File: src/rtl/bcd_counter_scan.sv
// bcd_counter_scan: four-digit BCD up/down counter with time-multiplexed digit scanner
module bcd_counter_scan #(
  parameter int SCAN_DIV = 4
) (
  input  logic        clk,
  input  logic        reset,
  input  logic        en,
  input  logic        up_down,
  input  logic        load,
  input  logic [15:0] load_value,
  output logic [15:0] count_value,
  output logic        carry_out,
  output logic        load_err,
  output logic [3:0]  bcd_out,
  output logic [3:0]  digit_sel
);
  localparam int DW = SCAN_DIV > 1 ? $clog2(SCAN_DIV) : 1;
  logic [15:0] inc, dec, lv;
  logic wrap_up, wrap_dn, bad, last;
  logic [DW-1:0] div;
  logic [1:0] idx;
  always_comb begin
    inc = count_value;
    dec = count_value;
    lv = load_value;
    wrap_up = 1'b1;
    wrap_dn = 1'b1;
    bad = 1'b0;
    for (int i = 0; i < 4; i++) begin
      inc[4*i+:4] = wrap_up ? (count_value[4*i+:4] == 4'd9 ? 4'd0 : count_value[4*i+:4] + 4'd1) : count_value[4*i+:4];
      dec[4*i+:4] = wrap_dn ? (count_value[4*i+:4] == 4'd0 ? 4'd9 : count_value[4*i+:4] - 4'd1) : count_value[4*i+:4];
      wrap_up = wrap_up && count_value[4*i+:4] == 4'd9;
      wrap_dn = wrap_dn && count_value[4*i+:4] == 4'd0;
      bad = bad || load_value[4*i+:4] > 4'd9;
      lv[4*i+:4] = load_value[4*i+:4] > 4'd9 ? 4'd0 : load_value[4*i+:4];
    end
  end
  assign last = div == DW'(SCAN_DIV - 1);
  always_ff @(posedge clk) begin
    if (reset) begin
      count_value <= '0;
      carry_out <= 1'b0;
      load_err <= 1'b0;
      div <= '0;
      idx <= '0;
      bcd_out <= '0;
      digit_sel <= 4'b1110;
    end else begin
      count_value <= load ? lv : en ? (up_down ? inc : dec) : count_value;
      carry_out <= !load && en && (up_down ? wrap_up : wrap_dn);
      load_err <= load && bad;
      div <= last ? '0 : div + 1'b1;
      idx <= last ? idx + 2'd1 : idx;
      bcd_out <= count_value[4*idx+:4];
      digit_sel <= ~(4'b0001 << idx);
    end
  end
endmodule

File: config.mk
export PLATFORM = sky130hd
export DESIGN_NAME = bcd_counter_scan
export DESIGN_NICKNAME = d
export VERILOG_FILES = /design/src/rtl/bcd_counter_scan.sv
export SDC_FILE = /design/constraint.sdc
export NUM_CORES = 1
export LEC_CHECK = 0
export CAP_MARGIN = 20
export CORE_MARGIN = 1
export CORE_UTILIZATION = 50
export DETAILED_ROUTE_END_ITERATION = 6
export PLACE_DENSITY = 0.79
export SYNTH_ARGS = -nofsm -noshare
export SYNTH_HDL_FRONTEND = slang
export SYNTH_SLANG_ARGS = --single-unit
File: constraint.sdc
create_clock -name clk -period 2.1 [get_ports clk]
set_input_delay 0.21 -clock clk [delete_from_list [all_inputs] [get_ports clk]]
set_output_delay 0.21 -clock clk [all_outputs]
set_load 0.05 [all_outputs]
==> results.ini <==
[global_routing]
grt_pass1_vias = 1937
grt-ovfl-total = 0
grt_start_max_net_pins = 31
track_usage_pct = 25.1
grt_antenna_before_repair = 0
grt_pass1_wl_um = 8820

[power_and_ir_drop]
pwr-share-seq_pct = 39.4
peakVddDrop_mv = 0.431
p_sw_share_pct = 36.9
intPower_mw = 1.14
total_power_mw = 1.80
power_leakage_nw = 1.04
power.switching_mw = 0.666
pwr-share-comb_pct = 32.9
clkPwrFrac_pct = 27.6
power_density_mw_per_mm2 = 655

[critical_path]
crit_family = buffers and inverters
slowest_stage = clkdlybuf4s50_1
crit_fanout = 15
endpoint_kind = output pin
path_buf_inv = 1
crit_cells = 1
r2r_slack_ps = 230
reg2reg_from = count_value[7]
crit_path_max_incr_delay_ps = 900
worstSetupStartpointType = register
crit_type = reg -> out
cp.arrival_ps = 1830
path_cells = clkdlybuf4s50_1
reg2reg_depth = 5
r2r_end = count_value[10]
required_ps = 1890

[cells_and_area]
final_cells = 355
multi_input_comb_area_sq_mm = 0.00140
layout-drive-gt1-share_pct = 11.5
antennaDiodeCount = 0
ff_latch_area_sq_um = 601
final_nets = 330
num-fill-cells = 357
syn_to_final_growth_pct = 26.4

[detailed_routing]
dr.pass1.iters = 4
wirelength_um = 5400
vias = 2128
wire_per_inst_um = 15.2
via_per_inst = 5.99
drc = 0
antenna_left = 0
first_iter_violations = 148

[timing]
final-hold-violation-count = 0
period_needed_ps = 2040
min_period_over_period_pct = 97.1
drv_slew = 0
rsz0062_at_grt = no
setup_viol = 0
fin_skew_ps = 8.02
slew_headroom_pct = 64.3
final.setup.tns_ps = 0
max_freq_mhz = 490
tightest_slew_ps = 535

[placed_design]
gp_congestion = 0.906
detailed_place_hpwl_um = 3800
io_buffers = 46
place_inst = 347

[synthesis]
synth_largest_area_cell = dfxtp_1
mappedNetlistArea_sq_mm = 0.00218
syn_inst = 266
synth.distinct_cells = 51
synth-edff-count = 0
async_reset_ff_share_pct = 0
ys_ff_latch = 30
syn_nets = 292
synthFlopType = dfxtp_1
syn_avg_cell_area_sq_um = 8.18
yosysTopAreaCellShare_pct = 27.6
ys_warn_count = 0
synth-seq-area-share_pct = 27.6
synth.area.top_cells = dfxtp_1, nor2_1, mux4_2, o21ai_0, nor3_1

[clock_tree]
cts.clk_slew.worst_paths_ps = 70
clock-root-buffer = clkbuf_8
insertion_delay_ps = 290
hold_buffers = 0
htree_levels = 2
cts_tree = built
cts_buffers = 5
cts_buffer_depth = 2
cts.sinks = 30

[floorplan]
dieWidth_um = 68.0
die_y_um = 68.0
ios = 47
start_util_pct = 53.3
std_cell_rows = 23
die-area_sq_mm = 0.00462
core-area_sq_mm = 0.00409

[worst_hold_path]
min_path_type = reg -> reg
min_from = div[0]
holdPathEnd = div[0]
min_path_cells = 1

[outcome]
outcome = finished clean

[job]
max_cap_violations = 0

-- worst max path at each step --
stage                    startpoint               to  slack, ps
finish              count_value[12]  count_value[12]         60
global route        count_value[12]  count_value[12]         10
CTS                  count_value[5]   count_value[5]         10
detailed placement             load   count_value[8]        110
global placement               load   count_value[8]        150
floorplan            count_value[3]   count_value[8]        140
-- cells by family (layout without fill, tap and decap cells) --
group / count (synthesis) / after routing / share of synthesized area (%)
xor gates and xnor gates: 9 / 9 / 3.62
buffers and inverters: 37 / 76 / 8.10
AOI/OAI and AO/OA: 68 / 68 / 22.5
adders and majority gates: 5 / 5 / 2.87
DFF: 30 / 30 / 27.6
and+or+nand+nor: 108 / 108 / 28.9
muxes: 9 / 9 / 6.44
-- cell type report --
type,count,area share [%]
Sequential cell,30,21.8
Clock buffer,6,3.00
Tap cell,50,2.27
Multi-Input combinational cell,199,50.9
Timing Repair Buffer,59,20.4
Clock inverter,2,0.455
Inverter,9,1.23
-- metrics by stage --
stage	setup WS (ps)	hold slack (ps)	instance area, sq um	utilization (%)
2_1_floorplan	135	367	2180	-
3_3_place_gp	155	416	2650	64.9
3_5_place_dp	110	428	2650	64.9
4_1_cts	9.79	442	2750	67.2
5_1_grt	14.9	449	2750	67.4
6_report	60.5	437	2750	67.4
-- registers in the layout, summed over array words and instances (netlist names) --
signal       count
load_err         1
digit_sel        4
count_value     16
carry_out        1
idx              2
bcd_out          4
div              2
-- power groups by stage --
stage          combinational, mW  clock (mW)  sequential, mW
5_1_grt                    0.642       0.535           0.720
2_1_floorplan              0.346           0           0.782
4_1_cts                    0.593       0.508           0.709
6_report                   0.594       0.498           0.711
3_3_place_gp               0.583           0           0.720
3_5_place_dp               0.590           0           0.721
-- cells in the mapped netlist, types with 3 or more instances --
cell type  number
and4bb_2        3
o21ai_0        17
buf_6           3
mux4_2          4
nand3b_1        5
a221oi_1        3
o211a_1         4
and3b_1         3
nor2_1         30
nand2_1        10
a211oi_1        6
nor2b_1        10
mux2i_1         5
buf_2           6
nor4_1          5
clkbuf_1       16
xnor2_1         5
o211ai_1        4
a21oi_1        10
ha_1            5
nor3_1         15
a31oi_1         3
dfxtp_1        30
xor2_1          4
inv_1           9
a32oi_1         3
a311oi_1        3
nand3_1         7
nand2b_1        7
-- worst register-to-register path: stages (launching register included) --
cell and delay [ps]:
dfxtp_1 600, and4bb_2 310, nand2_1 110, a211oi_4 410, mux2i_1 240, a21oi_1 80
-- per-layer routing --
metal  wire (um)  GRT usage (%)  vias up
li1            -              -     1045
met1        2500           32.5     1000
met2        2510           40.7       77
met3         336           6.33        6
met4          53           7.81        0
met5           0              0        -
-- placed cells by master (no fill, tap or decap), types with 2 or more instances in the layout --
| master | n |
|---|---|
| a211oi_1 | 6 |
| clkbuf_8 | 6 |
| nor3_1 | 15 |
| mux4_2 | 4 |
| a41oi_1 | 2 |
| o211a_1 | 4 |
| dfxtp_1 | 30 |
| o311ai_0 | 2 |
| a21oi_1 | 10 |
| inv_1 | 9 |
| and4bb_2 | 3 |
| o31a_1 | 2 |
| xor2_1 | 4 |
| o21ai_0 | 17 |
| nand4_1 | 2 |
| nand2_1 | 10 |
| nand3b_1 | 5 |
| o211ai_1 | 4 |
| a221oi_1 | 3 |
| nand3_1 | 7 |
| a221o_1 | 2 |
| a31oi_1 | 3 |
| xnor2_1 | 5 |
| and3_1 | 2 |
| nor2b_1 | 10 |
| nor4_4 | 2 |
| nor4_1 | 5 |
| and3b_1 | 3 |
| nor2_1 | 30 |
| nand2b_1 | 7 |
| a32oi_1 | 3 |
| mux2i_1 | 5 |
| buf_4 | 14 |
| ha_1 | 5 |
| nor3b_1 | 2 |
| dlymetal6s2s_1 | 2 |
| clkdlybuf4s50_1 | 43 |
| a311oi_1 | 3 |
-- what timing repair did --
item,in CTS,in global routing
endpoints found under the hold margin,0,0
setup buffers,0,0
setup endpoints to repair,0,2
resized for setup,0,2
Power figures use the tool's default switching activity.
